<file path="src/rtl/sseg_scan_driver.sv">
// Time-multiplexed 4-digit common-anode seven-segment driver.
// Inputs are latched once per frame into shadow registers; every output is registered.
module sseg_scan_driver #(
    parameter int REFRESH_DIV  = 100000,
    parameter int BLANK_CYCLES = 4
) (
    input  logic        clk,
    input  logic        rst_n,
    input  logic [15:0] value,
    input  logic [3:0]  digit_en,
    input  logic        lz_suppress,
    output logic [6:0]  segments,
    output logic [3:0]  anodes,
    output logic        frame_start
);

    localparam int TW = (REFRESH_DIV > 1) ? $clog2(REFRESH_DIV) : 1;
    localparam logic [TW-1:0] TICK_LAST  = TW'(REFRESH_DIV - 1);
    localparam logic [TW-1:0] TICK_BLANK = TW'(BLANK_CYCLES);

    logic [TW-1:0] tick_cnt;
    logic [1:0]    digit_idx;
    logic          first_load;
    logic [15:0]   sh_val;
    logic [3:0]    sh_en;
    logic          sh_lz;

    logic          tick_wrap;
    logic          load;
    logic [3:0]    upper_zero;
    logic [3:0]    nib;
    logic          dark;
    logic [6:0]    seg_nxt;
    logic [3:0]    an_nxt;

    function automatic logic [6:0] enc(input logic [3:0] n);
        case (n)
            4'h0: enc = 7'b0000001;
            4'h1: enc = 7'b1001111;
            4'h2: enc = 7'b0010010;
            4'h3: enc = 7'b0000110;
            4'h4: enc = 7'b1001100;
            4'h5: enc = 7'b0100100;
            4'h6: enc = 7'b0100000;
            4'h7: enc = 7'b0001111;
            4'h8: enc = 7'b0000000;
            4'h9: enc = 7'b0000100;
            4'hA: enc = 7'b0001000;
            4'hB: enc = 7'b1100000;
            4'hC: enc = 7'b0110001;
            4'hD: enc = 7'b1000010;
            4'hE: enc = 7'b0110000;
            default: enc = 7'b0111000;
        endcase
    endfunction

    assign tick_wrap = (tick_cnt == TICK_LAST);
    // Load on entry to digit 0 of each frame, plus once right after reset.
    assign load      = first_load | (tick_wrap & (digit_idx == 2'd3));

    // upper_zero[g]: nibbles g..3 of the shadow value are all zero.
    for (genvar g = 0; g < 4; g++) begin : g_uz
        assign upper_zero[g] = (sh_val[15:4*g] == '0);
    end

    assign nib  = sh_val[digit_idx*4 +: 4];
    assign dark = ~sh_en[digit_idx] | (sh_lz & (digit_idx != 2'd0) & upper_zero[digit_idx]);

    always_comb begin
        seg_nxt = 7'b1111111;
        an_nxt  = 4'b1111;
        if (tick_cnt >= TICK_BLANK && !dark) begin
            seg_nxt = enc(nib);
            an_nxt  = ~(4'b0001 << digit_idx);
        end
    end

    always_ff @(posedge clk) begin
        if (!rst_n) begin
            tick_cnt    <= '0;
            digit_idx   <= 2'd0;
            first_load  <= 1'b1;
            sh_val      <= 16'h0000;
            sh_en       <= 4'b0000;
            sh_lz       <= 1'b0;
            segments    <= 7'b1111111;
            anodes      <= 4'b1111;
            frame_start <= 1'b0;
        end else begin
            tick_cnt <= tick_wrap ? '0 : tick_cnt + 1'b1;
            if (tick_wrap)
                digit_idx <= digit_idx + 2'd1;
            if (load) begin
                first_load <= 1'b0;
                sh_val     <= value;
                sh_en      <= digit_en;
                sh_lz      <= lz_suppress;
            end
            segments    <= seg_nxt;
            anodes      <= an_nxt;
            frame_start <= load;
        end
    end

endmodule

</file>
<file path="config.mk">
export PLATFORM = sky130hd
export DESIGN_NAME = sseg_scan_driver
export DESIGN_NICKNAME = d
export VERILOG_FILES = /design/src/rtl/sseg_scan_driver.sv
export SDC_FILE = /design/constraint.sdc
export NUM_CORES = 1
export LEC_CHECK = 0
export CAP_MARGIN = 5
export CORE_MARGIN = 10
export CORE_UTILIZATION = 45
export DETAILED_ROUTE_END_ITERATION = 7
export PLACE_DENSITY_LB_ADDON = 0.05
export SLEW_MARGIN = 25
export SYNTH_ARGS = -nofsm -noshare
export SYNTH_HDL_FRONTEND = slang
export SYNTH_SLANG_ARGS = --single-unit
export TNS_END_PERCENT = 100
</file>
<file path="constraint.sdc">
create_clock -name clk -period 2.7 [get_ports clk]
set_clock_uncertainty 0.05 [all_clocks]
set_input_delay 0.54 -clock clk [delete_from_list [all_inputs] [get_ports clk]]
set_output_delay 0.54 -clock clk [all_outputs]
set_load 0.01 [all_outputs]
</file>
# Word-level counts from Yosys, hierarchy flattened
# Memories as Yosys holds them, arrays and structs flattened. A register that Yosys moved wholly into a read port is not among the register bits.
# Index checks and enable logic that the tools add are counted.
# totals
ff_bits	46
memories	1
input_bits	23
output_inout_bits	12
romBits	112
word_cells	39
# mem_list
name	words	width	read_ports	rd_ports_with_merged_regs	write_ports	line_no	text
(no name shown)	16	7	1	1	0	37	case (n)
# op_classes
n_reduce_logical	10
n_addsub	2
bitwise	8
n_lt_le_gt_ge	2
eq_ne	2
n_shift	2
muxes	4
# ops
op	n
$add 17x1->17 const B	1
$eq 17x17->1 const B	1
$ge 17x3->1 const B	1
$logic_not 16->1	1
$shiftx 16x5->4	1
$logic_not 12->1	1
$logic_not 8->1	1
$bmux 1 s2	2
$logic_not 4->1	1
$not 4->4	1
$shl 1x2->4 const A	1
$and 1x1->1	3
$lt 2x3->1 const B	1
$add 2x1->2 const B	1
$eq 2x2->1 const B	1
$logic_not 1->1	2
$mux 1	2
$not 1->1	2
$or 1x1->1	2
$reduce_and 2->1	1
$reduce_bool 2->1	1
$reduce_or 2->1	1
$logic_and 1x1->1	1

# Depth between registers and ports, before layout
# depth
depth_word	9
mapped_depth	8
depth_no_buf	7

# Least setup slack after synthesis
# No wires, ideal clock.
# synth_path
kind	register -> register
startpoint	reg digit_idx[0]
endpoint	reg segments[6]
path_slack_ps	553
path_buffers	1
t_required_ps	2513
setup_time_ps	137
path_stages_with_launch	7
arrival_time_ps	1960
synth_period_minus_slack_ps	2147
path_cell_list	dfxtp_1 -> buf_2 -> mux4_2 -> ha_1 -> or3b_2 -> o221ai_1 -> nand3_1
# synth_between
elab_chain_len	8
word_cells_on_any_way	14
cone_classes	1 x shift; 4 x mux; 4 x bitwise; 5 x reduce/logical
# synth_lines
element	line_no	text
start, declared	22	logic [1:0] digit_idx;
start signal, assigned	92	digit_idx <= digit_idx + 2'd1;
$bmux 1 s2 / $reduce_bool 2->1 (equally long branches)	67	assign dark = ~sh_en[digit_idx] | (sh_lz & (digit_idx != 2'd0) & upper_zero[digit_idx]);
$mux 1 (implied by the code) / $and 1x1->1 (equally long branches)	67	
$and 1x1->1 / $not 1->1 (equally long branches)	67	
$or 1x1->1	67	
$logic_not 1->1	72	if (tick_cnt >= TICK_BLANK && !dark) begin
$logic_and 1x1->1	72	
$reduce_and 2->1 (no source line)	n/a	
$logic_not 1->1 (no source line)	n/a	
end, declared	12	output logic [6:0] segments,
# Parallel ways exist; a longest one is shown, timed or not. The select of a mux whose other input is x is not followed.
# A chain may end at the register's enable or synchronous reset.

# Final worst setup path
# layout_path
startpoint	reg tick_cnt[11]
endpoint	reg segments[4]
# layout_between
elab_chain_len	4
# layout_lines
element	line_no	text
start, declared	21	logic [TW-1:0] tick_cnt;
start signal, assigned	90	tick_cnt <= tick_wrap ? '0 : tick_cnt + 1'b1;
$ge 17x3->1	72	
$logic_and 1x1->1	72	
$reduce_and 2->1 (no source line)	n/a	
$logic_not 1->1 (no source line)	n/a	
# Every way passes these cells.

==> results by stage <==
CTS:
- The TritonCTS clock tree is done.
- After clock tree synthesis, the flow added hold-fix buffers numbering 0.
- Clock-pin slew was measured on the worst setup and hold paths at 0.10 ns.
- The clock latency at the later pin of the worst-skew pair is 0.30 ns.
- The H-tree was split into 2 levels.
- The longest clock path from root to sink contains 2 buffers.
- After clock tree synthesis, the setup repair step added 0 buffers.
- The tree is rooted in a clkbuf_8.
- The post-cts gate resize count is 0.
- The number of buffers inserted during clock tree synthesis is 5.
- For this design, the sink count on the clock tree is 53.

STA:
- Setup violations remaining at the end of the flow were counted as 0.
- The final max-slew violation count is 0.
- Counting I/O delays and the setup requirement, the final critical path takes 2.133 ns.
- Setup repair after global routing left no endpoint under its margin.
- The post-route setup TNS is 0 ns.
- For the pin with the worst max-slew slack, the measured transition is 0.4304 ns.
- In this run the tightest slew margin relative to its limit is 71.31%.
- The final hold violation count was 0.
- The share of the clock period used by the worst path is 79.00%.
- The fmax is 468.9 MHz.

Floorplan:
- The starting density of the core is 46.11%.
- In this run the standard cell core region covers 5473 um^2.
- In this run the count of I/O pins placed on the die edge is 35.
- In this run the horizontal extent of the chip is 94.89 um.
- In this run the vertical extent of the chip is 94.89 um.
- The die covers 9003 um^2.
- The row count is 27.

Critical path:
- The termination of the worst setup path is segments[4].
- STA classifies the critical path startpoint as a flop.
- For the worst setup path, the data required time is 2.87 ns.
- Tracing the worst setup path back leads to its startpoint at tick_cnt[11].
- The worst setup path category is flop to flop.
- The critical path data arrival time is 2.30 ns.
- The worst setup path is captured at a flop.
- In this run the critical register-to-register path is launched from tick_cnt[11].
- The maximum fanout encountered on the critical timing path is 11.
- The worst register-to-register path has a setup slack of 0.57 ns.
- The number of cells on the worst reg-to-reg path is 4.
- The reg-to-reg critical path endpoint is segments[4].

Detailed routing:
- The count of TritonRoute iterations in the first routing pass is 4.
- The total DRC errors in the routed layout is 0.
- The final layout contains routed wiring with a total length of 5339 um.
- The detailed router finished its first iteration with 68 violations.
- The final route contains 1,954 vias.
- The detailed-route vias per instance is 5.156.
- The detail route stage leaves a number of antenna-violating nets equal to 0.
- The average wire per cell in the routed design is 14.09 um.

Global route:
- The number of antenna violations at the first check in global routing is 0.
- The via count of the first global-routing pass came to 2,021.
- Global routing finished with a remaining overflow of 0.
- The pin count of the biggest net entering global routing is 33.
- Global routing used 12.71% of the available tracks.
- The wire length of the first global-routing pass is 9321 um.

Logic synthesis:
- The mean instance size in the synthesized netlist is 9.210 um^2.
- Synthesis inferred 53 register bits.
- The sequential-to-total area share from yosys stat is 42.04%.
- The number of standard cells after synthesis is 274.
- By area the synthesized netlist is led by dfxtp_1 (42%), mux2i_1 (9.5%), nand2_1 (7.1%).
- In this run the biggest area consumer among cell types represents 42.04% of the synthesized area.
- The most frequently used flop master after synthesis is dfxtp_1.
- After synthesis the cells add up to 2524 um^2.
- The distinct cell type count of the synthesized netlist is 38.
- Counting flops with a built-in enable in the synthesized netlist gives 0.
- The most area-hungry cell type in the Yosys netlist is dfxtp_1.
- The count of synthesis-stage warnings from yosys is 0.
- Counting every net in the synthesized netlist gives 309.
- In the synthesized netlist the async set-or-reset flop fraction comes to 0%.
- After synthesis, the most frequently instantiated cells are dfxtp_1 (53), nand2_1 (48), mux2i_1 (24).
- The most frequently used cell type in the post-synthesis netlist is dfxtp_1.

Layout:
- The share of layout cells above drive strength 1 is 8.795%.
- The area growth from synthesis to layout is 20.28%.
- The post-layout instance area is 3035 um^2.
- The total of fill cells in the finished design is 520.
- The number of inserted diodes is 0.
- The final layout contains 341 nets.

Worst hold path:
- The path class of the tightest hold or removal check is flop to flop.

Flow run:
- Max-cap violations in this run came to 0.

Power and ir drop:
- The analysis attributes to cell leakage a power of 1.181 nW.
- Dividing total power by cell area gives a power density of 476.8 nW/um^2.
- Summing internal, switching and leakage power gives 0.001447 W.
- The worst voltage drop across the vdd grid is 338.6 uV.

Place:
- The HPWL after detailed placement is 3993 um.
- Summing all placed instances gives a cell area of 2939 um^2.
- The final weighted congestion of routability-driven global placement is 0.8751.
- Input and output buffers added on the ports amount to 34.

Run status:
- The run finished with clean final reports.
[area by class of cell]
cell class	instances	area [um^2]	area share, %
clock buffer	6	82.58	2.721
multi-input combinational	195	1358	44.72
tap	72	90.09	2.968
timing repair buffer	41	392.9	12.94
inverter	10	37.54	1.237
clock inverter	2	13.76	0.4534
sequential	53	1061	34.95
[cell families after synthesis]
group | count (synthesis) | share of synthesized area, %
buf+inv | 26 | 4.413
xor+xnor | 13 | 4.512
fa+ha+maj | 12 | 5.949
simple gates | 115 | 21.86
mux | 31 | 14.87
compound gates | 24 | 6.347
flops | 53 | 42.04
[layer usage]
metal / global-route usage [%] / share of wire, %
met4: 4.613 / 1.1
met1: 14.38 / 43
met3: 3.410 / 4.0
met5: 0 / 0
met2: 22.37 / 52
[stage by stage]
stage | hold WS, ns | std cells | setup slack [ns] | util (%)
after global routing | 0.4372 | 379 | 0.4636 | 55.46
after CTS | 0.4172 | 379 | 0.5668 | 55.46
final | 0.4145 | 379 | 0.5671 | 55.46
after global placement | 0.4076 | 371 | 0.6238 | 53.70
after floorplan | 0.3832 | 274 | 0.5527 | -
after detailed placement | 0.4037 | 371 | 0.6015 | 53.70
[cell usage in the layout, fill, tap and decap left out, drive strengths merged, types with 4 or more instances in the layout]
cell           netlist  layout
nor4                 6       6
inv                 10      10
nand3               17      17
mux2i               24      24
nand2               48      48
clkdlybuf4s50        0      34
a21oi                7       7
buf                  6       7
ha                  12      12
or3                  4       4
xor2                 9       9
nor2                18      18
or4                  5       5
o21ai                6       6
nand4                8       8
mux4                 5       5
xnor2                4       4
dfxtp               53      53
clkbuf              10       6
[state kept, by name (all words and copies together), names as in the netlist]
signal / flops
sh_val: 16
frame_start: 1
anodes: 4
tick_cnt: 17
digit_idx: 2
sh_en: 4
segments: 7
first_load: 1
sh_lz: 1
[worst max-delay path, stage by stage (launching register included)]
cell and delay [ns]:
dfxtp_1 0.35, or4_4 0.54, or4_4 0.45, o311a_1 0.53, o2111ai_1 0.14
[how the worst min path moves through the flow]
stage                  start        to  slack, ns  depth (start not counted)
CTS                 sh_en[1]  sh_en[1]       0.42                          2
detailed placement  sh_en[1]  sh_en[1]       0.40                          2
floorplan              sh_lz     sh_lz       0.38                          2
global route        sh_en[1]  sh_en[1]       0.44                          2
finish              sh_en[1]  sh_en[1]       0.41                          2
global placement    sh_en[1]  sh_en[1]       0.41                          2
[where the power goes]
group,internal (W),switching [W],leakage (nW)
logic,0.0000842,0.0000743,0.697
clock network,0.000208,0.000250,0.0512
registers,0.000807,0.0000228,0.433
(Power assumes the default switching activity.)
